File: src/rtl/jk_exc_counter_pkg.sv
// jk_exc_counter_pkg: shared JK excitation/characteristic functions and default sizing.
// Contents: DEF_WIDTH, DEF_MODULUS, jk_t, excite(q, n) -> {j, k}, jk_next(j, k, q) -> q+.
package jk_exc_counter_pkg;
  localparam int DEF_WIDTH = 4;
  localparam int DEF_MODULUS = 10;
  typedef struct packed {
    logic j;
    logic k;
  } jk_t;
  // Don't-care excitation terms resolve to 0, so J and K are never both set.
  function automatic jk_t excite(input logic q, input logic n);
    return '{j: ~q & n, k: q & ~n};
  endfunction
  function automatic logic jk_next(input logic j, input logic k, input logic q);
    return (j & ~q) | (~k & q);
  endfunction
endpackage

File: src/rtl/jk_exc_counter_jk.sv
// jk_cell: single JK flip-flop bit with synchronous active-high clear.
// Ports: clk clock, rst sync clear, j_i/k_i excitation, q_o stored bit.
module jk_cell
  import jk_exc_counter_pkg::*;
(
  input  logic clk,
  input  logic rst,
  input  logic j_i,
  input  logic k_i,
  output logic q_o
);
  logic q_q, q_d;
  assign q_d = rst ? 1'b0 : jk_next(j_i, k_i, q_q);
  always_ff @(posedge clk) q_q <= q_d;
  assign q_o = q_q;
endmodule

File: src/rtl/jk_exc_counter.sv
// jk_exc_counter: modulo up/down counter whose state lives only in JK cells.
// Ports: CLK clock, R sync reset, E count enable, UP direction, LD/DIN parallel load,
// Q count, TC terminal count, JV/KV per-bit J/K excitation this cycle.
// Macro JK_EXC_COUNTER_LOAD_EN enables LD/DIN; otherwise they are ignored.
module jk_exc_counter
  import jk_exc_counter_pkg::*;
#(
  parameter int WIDTH = DEF_WIDTH,
  parameter int MODULUS = DEF_MODULUS
) (
  input  logic             CLK,
  input  logic             R,
  input  logic             E,
  input  logic             UP,
  input  logic             LD,
  input  logic [WIDTH-1:0] DIN,
  output logic [WIDTH-1:0] Q,
  output logic             TC,
  output logic [WIDTH-1:0] JV,
  output logic [WIDTH-1:0] KV
);
  localparam logic [WIDTH-1:0] MAXV = WIDTH'(MODULUS - 1);
  // One extra bit so MODULUS == 2**WIDTH still compares correctly.
  localparam logic [WIDTH:0] MOD_X = (WIDTH + 1)'(MODULUS);
  logic [WIDTH-1:0] q, n, j, k, up_nxt, dn_nxt, cnt, ld_val;
  logic ld, oor;
`ifdef JK_EXC_COUNTER_LOAD_EN
  assign ld = LD;
  assign ld_val = ({1'b0, DIN} < MOD_X) ? DIN : MAXV;
`else
  logic unused_ld;
  assign ld = 1'b0;
  assign ld_val = q;
  assign unused_ld = ^{LD, DIN};
`endif
  assign oor = {1'b0, q} >= MOD_X;
  assign up_nxt = (q == MAXV) ? '0 : q + 1'b1;
  assign dn_nxt = (q == '0) ? MAXV : q - 1'b1;
  assign cnt = oor ? '0 : (UP ? up_nxt : dn_nxt);
  // Reset drives N = 0, which makes the excitation show the clear pattern (J = 0, K = Q).
  assign n = R ? '0 : ld ? ld_val : E ? cnt : q;
  assign TC = ~R & ~ld & E & (UP ? (q == MAXV) : (q == '0));
  for (genvar i = 0; i < WIDTH; i++) begin : g_bit
    jk_t x;
    assign x = excite(q[i], n[i]);
    assign j[i] = x.j;
    assign k[i] = x.k;
    jk_cell u_cell (
      .clk(CLK),
      .rst(R),
      .j_i(j[i]),
      .k_i(k[i]),
      .q_o(q[i])
    );
  end
  assign Q = q;
  assign JV = j;
  assign KV = k;
endmodule

File: config.mk
export PLATFORM = sky130hd
export DESIGN_NAME = jk_exc_counter
export DESIGN_NICKNAME = d
export VERILOG_FILES = /design/src/rtl/jk_exc_counter_pkg.sv /design/src/rtl/jk_exc_counter_jk.sv /design/src/rtl/jk_exc_counter.sv
export SDC_FILE = /design/constraint.sdc
export NUM_CORES = 1
export LEC_CHECK = 0
export CORE_UTILIZATION = 46
export DETAILED_ROUTE_END_ITERATION = 8
export PLACE_DENSITY = 0.88
export SLEW_MARGIN = 10
export SYNTH_ARGS = -nofsm -noshare
export SYNTH_HDL_FRONTEND = slang
export SYNTH_SLANG_ARGS = --single-unit
File: constraint.sdc
create_clock -name CLK -period 3.75 [get_ports CLK]
set_clock_uncertainty 0.05 [all_clocks]
set_input_delay 0.75 -clock CLK [delete_from_list [all_inputs] [get_ports CLK]]
set_output_delay 0.75 -clock CLK [all_outputs]
set_load 0.02 [all_outputs]
==> results of run 1 <==
==> metrics by stage <==
step / setup slack [ns] / hold slack, ns / utilization, % / cells
finish: 0.201 / 0.647 / 58.9 / 94
floorplan: 1.33 / 0.566 / - / 75
detailed placement: 0.247 / 0.627 / 56.9 / 91
global placement: 0.264 / 0.609 / 56.9 / 91
CTS: 0.226 / 0.631 / 58.9 / 94
global route: 0.0737 / 0.658 / 58.9 / 94
==> final cells by class <==
class | instances | area, µm²
Tap cell | 14 | 17.5
Multi-Input combinational cell | 50 | 375
Fill cell | 112 | 482
Sequential cell | 4 | 80.1
Clock buffer | 3 | 22.5
Timing Repair Buffer | 18 | 175
Inverter | 5 | 18.8
==> path summary, 6_finish.rpt <==
| check | startpoint | to | cells past startpoint |
|---|---|---|---|
| setup / recovery | UP | KV[1] | 6 |
| hold / removal | g_bit[3].u_cell.q_o$_SDFF_PP0_ | g_bit[3].u_cell.q_o$_SDFF_PP0_ | 2 |
| setup reg to reg | g_bit[0].u_cell.q_o$_SDFF_PP0_ | g_bit[1].u_cell.q_o$_SDFF_PP0_ | 5 |
| hold reg to reg | g_bit[3].u_cell.q_o$_SDFF_PP0_ | g_bit[3].u_cell.q_o$_SDFF_PP0_ | 2 |
==> cells in the mapped netlist, types with 2 or more instances <==
cell type  count
buf_4         12
dfxtp_1        4
ha_1           4
nand2b_1       4
inv_1          3
nand2_1        3
nor2_1         3
nor3_1         3
a21oi_1        2
buf_6          2
inv_2          2
nand2_2        2
nor2b_1        2
nor4_1         2
o21ai_1        2
o221a_1        2
o32ai_1        2
==> logic make-up after synthesis <==
logic type / count (synthesis) / share of synthesized area (%)
AOI/OAI and AO/OA: 17 / 22.1
xor gates and xnor gates: 1 / 1.45
adders and majority gates: 4 / 8.26
buffers and inverters: 21 / 24.8
DFF: 4 / 13.2
muxes: 1 / 1.86
and+or+nand+nor: 27 / 28.3
==> report_power, final <==
part / internal [µW] / leakage (µW) / switching [µW] / total [µW]
Sequential: 46.7 / 0.0000330 / 11.7 / 58.4
Combinational: 46.2 / 0.000232 / 46.5 / 92.7
Clock: 35.8 / 0.0000138 / 17.7 / 53.5
==> worst max-delay path, stage by stage <==
cell and delay, ns:
clkdlybuf4s50_1 0.63, inv_2 0.09, o311ai_1 0.44, a211oi_1 0.14, nor2_1 0.10, clkdlybuf4s50_1 0.60
==> routing by layer <==
layer	vias to the layer above	global-route usage [%]	wire, µm
met5	-	0	0
met3	2	10.5	100
met1	258	24.2	516
li1	269	-	-
met4	0	7.14	8
met2	29	32.6	588
==> cell usage in the layout (no fill, tap or decap), types with 2 or more instances in the layout <==
master,count
buf_4,2
nor2b_1,2
clkdlybuf4s50_1,16
nand2_2,2
nor4_1,2
inv_2,2
nor2_1,3
clkbuf_4,3
ha_1,4
nor3_1,3
o21ai_1,2
nand2b_1,4
o221a_1,2
dfxtp_1,4
nand2_1,3
inv_1,3
o32ai_1,2
a21oi_1,2
==> impl_metrics.yaml, run 1 <==
clock_tree:
  cts-htree-levels: 1
  worstSkewPairLatency_ns: 0.24
  cts-hold-fix-buffers: 0
  cts_tree: "built"
  clockBufferDepth: 2
  cts_setup_buffers: 0
  root_buffer: "clkbuf_4"
  path_clk_slew_ns: 0.04
  cts_resized: 0
  numCtsBuffers: 3
  cts_sinks: 4
global_routing:
  grt_pass1_vias: 471
  grt_overflow: 0
  antenna_found_initial: 0
  grt_pass1_wl_mm: 2.03
  track_usage_pct: 20.8
  grt_max_degree: 14
worst_setup_path:
  critPathLaunchType: "input pin"
  worstPathRequired_ns: 2.95
  critical_path_peak_fanout: 8
  worstSetupPathType: "in -> out"
  cp-end-kind: "output pin"
  arrival_ns: 2.75
  r2r_slack_ns: 1.98
cells_and_area:
  layout.nets: 95
  syn_to_final_growth_pct: 13.8
  final_area_um2: 689
  drive_gt1_share_pct: 16.3
  antenna_cells: 0
  largest_register_ffs: 4
floorplanning:
  core_area_um2: 1170
  std_cell_rows: 12
  die_y_um: 38.3
  fp.dieArea_um2: 1470
  start_util_pct: 51.7
  die_w_um: 38.3
  ios: 22
sta:
  setup_violations: 0
  final.min_clock_period_ns: 3.55
  rsz0062_at_grt: "false"
  fin_crit_sh_pct: 94.6
  relSlewSlack_pct: 71.3
  setup_tns_ns: 0
  worst_pin_slew_ns: 0.424
  slew_viol_final: 0
  fmax_mhz: 282
  hold_violations: 0
yosys:
  async_reset_ff_share_pct: 0
  synth_seq_cells: 4
  syn_inst: 75
  netlist_area_um2: 606
  synth_edf_count: 0
  yosysSeqAreaShare_pct: 13.2
  synth.distinct_cells: 38
  synth_top_area_share_pct: 14.9
  syn_area_per_cell_um2: 8.07
  postSynth.topFlopCell: "dfxtp_1"
  synth_top_area_cell: "buf_4"
  yosys-top-cells-area: "buf_4 (15%), dfxtp_1 (13%), ha_1 (8.3%)"
  yosysWarnings: 0
  synth_fp_nets: 88
power:
  ir_worst_vdd_mv: 0.173
  power_uw: 205
  powerDensity_nw_per_um2: 297
  leakagePower_uw: 0.000279
drt:
  drt-wirelength-per-cell_um: 12.9
  via_per_inst: 5.94
  drt_wl_total_mm: 1.21
  ant_nets: 0
  drt_iter0_drc: 9
  vias: 558
  drc: 0
  detailedRoute.firstPassIterationCount: 4
placed_design:
  numPortBuffers: 16
  placed_cell_area_um2: 667
  gp_congestion: 0.815
  hpwl_um: 868
hold_path:
  hp-class: "reg -> reg"
status:
  status: "finished clean"
flow_run:
  maxCapViolCount: 0
Power figures use the tool's default switching activity.
==> inputs of run 2 (changes only) <==
--- a/config.mk
+++ b/config.mk
@@ -7,7 +7,8 @@
 export LEC_CHECK = 0
 export CORE_UTILIZATION = 46
 export DETAILED_ROUTE_END_ITERATION = 8
-export PLACE_DENSITY = 0.88
+export PLACE_DENSITY = 0.84
+export SKIP_CTS_REPAIR_TIMING = 1
 export SLEW_MARGIN = 10
 export SYNTH_ARGS = -nofsm -noshare
 export SYNTH_HDL_FRONTEND = slang
==> run 2 against run 1 <==
Against the previous run:
- first-iteration DRC count up 44%
- design area unchanged
- sequential cell count unchanged
- die area unchanged
- critical path type unchanged
- largest cell class unchanged
==> impl_metrics.yaml, run 2 (synthesis results as in run 1) <==
global_routing:
  grt_overflow: 0
  grt_max_degree: 14
  grt_pass1_vias: 444
  antenna_found_initial: 0
  grt_pass1_wl_mm: 1.89
  track_usage_pct: 18.1
clock_tree:
  numCtsBuffers: 3
  cts-htree-levels: 1
  clockBufferDepth: 2
  worstSkewPairLatency_ns: 0.23
  path_clk_slew_ns: 0.03
  cts_sinks: 4
  cts_tree: "built"
  root_buffer: "clkbuf_4"
worst_setup_path:
  worstPathRequired_ns: 2.95
  cp-end-kind: "output pin"
  cp-startpoint: "UP"
  critical_path_peak_fanout: 8
  critPathLaunchType: "input pin"
  r2r_start: "g_bit[1].u_cell.q_o$_SDFF_PP0_"
  worstSetupPathType: "in -> out"
  r2r_slack_ns: 2.01
  arrival_ns: 2.72
cells_and_area:
  final_cell_mix: "clkdlybuf4s50_1 (16), nand2b_1 (4), ha_1 (4), dfxtp_1 (4)"
  final_area_um2: 689
  layout.nets: 95
  syn_to_final_growth_pct: 13.8
  drive_gt1_share_pct: 16.3
  antenna_cells: 0
  nFillCells: 120
  final_common_cell: "clkdlybuf4s50_1"
  largest_register_ffs: 4
  post-route-util_pct: 58.9
floorplanning:
  fp.dieArea_um2: 1470
  die_w_um: 38.3
  start_util_pct: 51.7
  std_cell_rows: 12
  ios: 22
  die_y_um: 38.3
  core_area_um2: 1170
power:
  leakagePower_uw: 0.000279
  powerDensity_nw_per_um2: 293
  ir_worst_vdd_mv: 0.207
sta:
  slew_viol_final: 0
  setup_violations: 0
  hold_violations: 0
  rsz0062_at_grt: "false"
  final.min_clock_period_ns: 3.52
  relSlewSlack_pct: 72.8
  setup_tns_ns: 0
  fmax_mhz: 284
  worst_pin_slew_ns: 0.401
  fin_crit_sh_pct: 93.9
drt:
  ant_nets: 0
  vias: 521
  drt-wirelength-per-cell_um: 11.8
  detailedRoute.firstPassIterationCount: 4
  via_per_inst: 5.54
  drc: 0
  drt_iter0_drc: 13
  drt_wl_total_mm: 1.11
placed_design:
  placed_cell_area_um2: 667
  numPortBuffers: 16
  hpwl_um: 827
  gp_congestion: 0.826
hold_path:
  hp-start: "g_bit[3].u_cell.q_o$_SDFF_PP0_"
  hp-class: "reg -> reg"
flow_run:
  maxCapViolCount: 0
status:
  status: "finished clean"
[run 2: cell counts in the layout (fill, tap and decap cells not counted)]
Identical to the previous run, type by type.
[run 2: final timing paths]
kind | cells after the start | to
setup reg to reg | 5 | g_bit[1].u_cell.q_o$_SDFF_PP0_
hold / removal | 2 | g_bit[3].u_cell.q_o$_SDFF_PP0_
hold reg to reg | 2 | g_bit[3].u_cell.q_o$_SDFF_PP0_
setup / recovery | 6 | KV[1]
[run 2: critical path: stages]
cell	delay, ns
clkdlybuf4s50_1	0.62
inv_2	0.08
o311ai_1	0.42
a211oi_1	0.13
nor2_1	0.11
clkdlybuf4s50_1	0.61
[run 2: stage by stage]
step | setup slack (ns) | std cells | hold WS, ns | total power (µW)
after CTS | 0.226 | 94 | 0.622 | 205
after floorplan | 1.33 | 75 | 0.566 | 134
after detailed placement | 0.233 | 91 | 0.619 | 151
final | 0.230 | 94 | 0.617 | 202
after global routing | 0.0607 | 94 | 0.654 | 217
after global placement | 0.258 | 91 | 0.609 | 149
[run 2: area by class of cell]
class / instances / area (µm²) / share of cell area (%)
clock buffers: 3 / 22.5 / 3.27
inverters: 5 / 18.8 / 2.72
multi-input cells: 50 / 375 / 54.4
flip-flops and latches: 4 / 80.1 / 11.6
well taps: 14 / 17.5 / 2.54
repair buffers: 18 / 175 / 25.4
[run 2: metal layers]
metal  global-route usage [%]  up-vias  part of all wire, %
met2                     28.8       14                   45
met4                        0        0                    0
li1                         -      271                    -
met5                        0        -                    0
met3                     6.98        0                  4.6
met1                     24.5      236                   51
[run 2: power breakdown]
group | leakage [µW] | total (µW) | internal, µW | switching [µW]
registers | 0.0000330 | 58.2 | 46.7 | 11.6
clock network | 0.0000138 | 52.4 | 35.7 | 16.6
logic | 0.000232 | 91.4 | 46.2 | 45.2
==> inputs of run 3 (changes only) <==
==> constraint.sdc (replaced) <==
create_clock -name CLK -period 3.75 [get_ports CLK]
set_clock_uncertainty 0.05 [all_clocks]
set_input_delay 0.75 -clock CLK [delete_from_list [all_inputs] [get_ports CLK]]
set_output_delay 0.75 -clock CLK [all_outputs]
set_load 0.1 [all_outputs]
==> run 3 against run 2 <==
Against the previous run:
- clock-buffer cell count stayed put
- setup slack improved by 0.25 ns
- hold slack improved by 0.014 ns
==> impl_metrics.yaml, run 3 (synthesis results as in run 1) <==
clock_tree:
  worstSkewPairLatency_ns: 0.23
  root_buffer: "clkbuf_4"
  cts_tree: "built"
  path_clk_slew_ns: 0.03
  cts_sinks: 4
  numCtsBuffers: 3
  clockBufferDepth: 2
  cts-htree-levels: 1
hold_path:
  hp-start: "g_bit[3].u_cell.q_o$_SDFF_PP0_"
  holdPathEnd: "g_bit[3].u_cell.q_o$_SDFF_PP0_"
  hold_depth: 2
  hp-class: "reg -> reg"
sta:
  slew_viol_final: 0
  fmax_mhz: 306
  rsz0062_at_grt: "false"
  hold_violations: 0
  worst_pin_slew_ns: 0.960
  relSlewSlack_pct: 35.8
  setup_tns_ns: 0
  fin_crit_sh_pct: 87.1
  final.min_clock_period_ns: 3.26
  setup_violations: 0
worst_setup_path:
  rr_endpoint: "g_bit[1].u_cell.q_o$_SDFF_PP0_"
  path_cells: "clkdlybuf4s50_1, inv_2, o311ai_1, a211oi_1, nor2_1, buf_12"
  worstSetupPathType: "in -> out"
  critPathLaunchType: "input pin"
  critical_path_peak_fanout: 8
  cpPeakStageDelay_ns: 0.62
  cp_top_family: "buffers and inverters"
  cp-end-kind: "output pin"
  r2r_cells: 5
  critPathSlowestCell: "clkdlybuf4s50_1"
  arrival_ns: 2.46
  r2r_start: "g_bit[0].u_cell.q_o$_SDFF_PP0_"
  r2r_slack_ns: 1.99
  worstPathRequired_ns: 2.95
  worst-path-buf-inv: 3
placed_design:
  dp_cells: 90
  gp_congestion: 0.849
  numPortBuffers: 16
  hpwl_um: 829
cells_and_area:
  final_common_cell: "buf_12"
  antenna_cells: 0
  largest_register_ffs: 4
  final_cell_mix: "buf_12 (9), clkdlybuf4s50_1 (5), nand2b_1 (4), ha_1 (4), dfxtp_1 (4)"
  syn_to_final_growth_pct: 26.7
  layout.nets: 94
  final_cells: 93
  drive_gt1_share_pct: 29.1
drt:
  drt_iter0_drc: 8
  drc: 0
  via_per_inst: 5.56
  drt_wl_total_mm: 1.13
  drt-wirelength-per-cell_um: 12.1
  detailedRoute.firstPassIterationCount: 3
  ant_nets: 0
  vias: 517
power:
  leakagePower_uw: 0.000321
  powerDensity_nw_per_um2: 364
  ir_worst_vdd_mv: 0.312
floorplanning:
  ios: 22
  core_area_um2: 1170
  start_util_pct: 51.7
  die_y_um: 38.3
  std_cell_rows: 12
  die_w_um: 38.3
  fp.dieArea_um2: 1470
global_routing:
  use_met2_pct: 28.4
  grt_max_degree: 14
  antenna_found_initial: 0
  grt.met3_usage_pct: 8.72
  grt_pass1_wl_mm: 2.01
  grt_pass1_vias: 450
  gr-usage-met1_pct: 28.2
  grt_overflow: 0
  grt-busiest-layer: "met2"
  track_usage_pct: 19.7
status:
  status: "finished clean"
flow_run:
  maxCapViolCount: 0
run 3: layout make-up:
cell class	instances	area, µm²
clock buffers	3	22.5
fillers	103	404
inverters	5	18.8
multi-input cells	50	375
flip-flops and latches	4	80.1
well taps	14	17.5
repair buffers	17	253
run 3: metrics by stage:
stage	utilization [%]	power (µW)	hold slack, ns	worst slack [ns]	cell area (µm²)
3_3_place_gp	63.6	226	0.597	0.519	744
3_5_place_dp	63.6	228	0.620	0.498	744
5_1_grt	65.5	299	0.677	0.391	767
4_1_cts	65.5	282	0.628	0.485	767
6_report	65.5	279	0.631	0.485	767
2_1_floorplan	-	196	0.566	0.447	606
run 3: routing by layer:
layer	up-vias	wire, µm
met5	-	0
li1	267	-
met2	18	508
met3	0	58
met1	232	558
met4	0	0
run 3: report_power, final:
| group | switching [µW] | internal [µW] |
|---|---|---|
| combinational | 111 | 58.2 |
| sequential | 11.7 | 46.7 |
| clock | 15.9 | 35.6 |
| total | 138 | 141 |
run 3: worst max path at each step:
stage          cells past startpoint  slack [ns]  endpoint  from
5_1_grt                            6        0.39     KV[1]    UP
6_report                           6        0.49     KV[1]    UP
4_1_cts                            6        0.49     KV[1]    UP
3_3_place_gp                       5        0.52     JV[1]    UP
2_1_floorplan                      3        0.45        TC    UP
3_5_place_dp                       5        0.50     JV[1]    UP
run 3: tightest hold or removal path, stage by stage, from the launching register on:
cell and delay (ns):
dfxtp_1 0.43, inv_2 0.10, o32ai_1 0.09
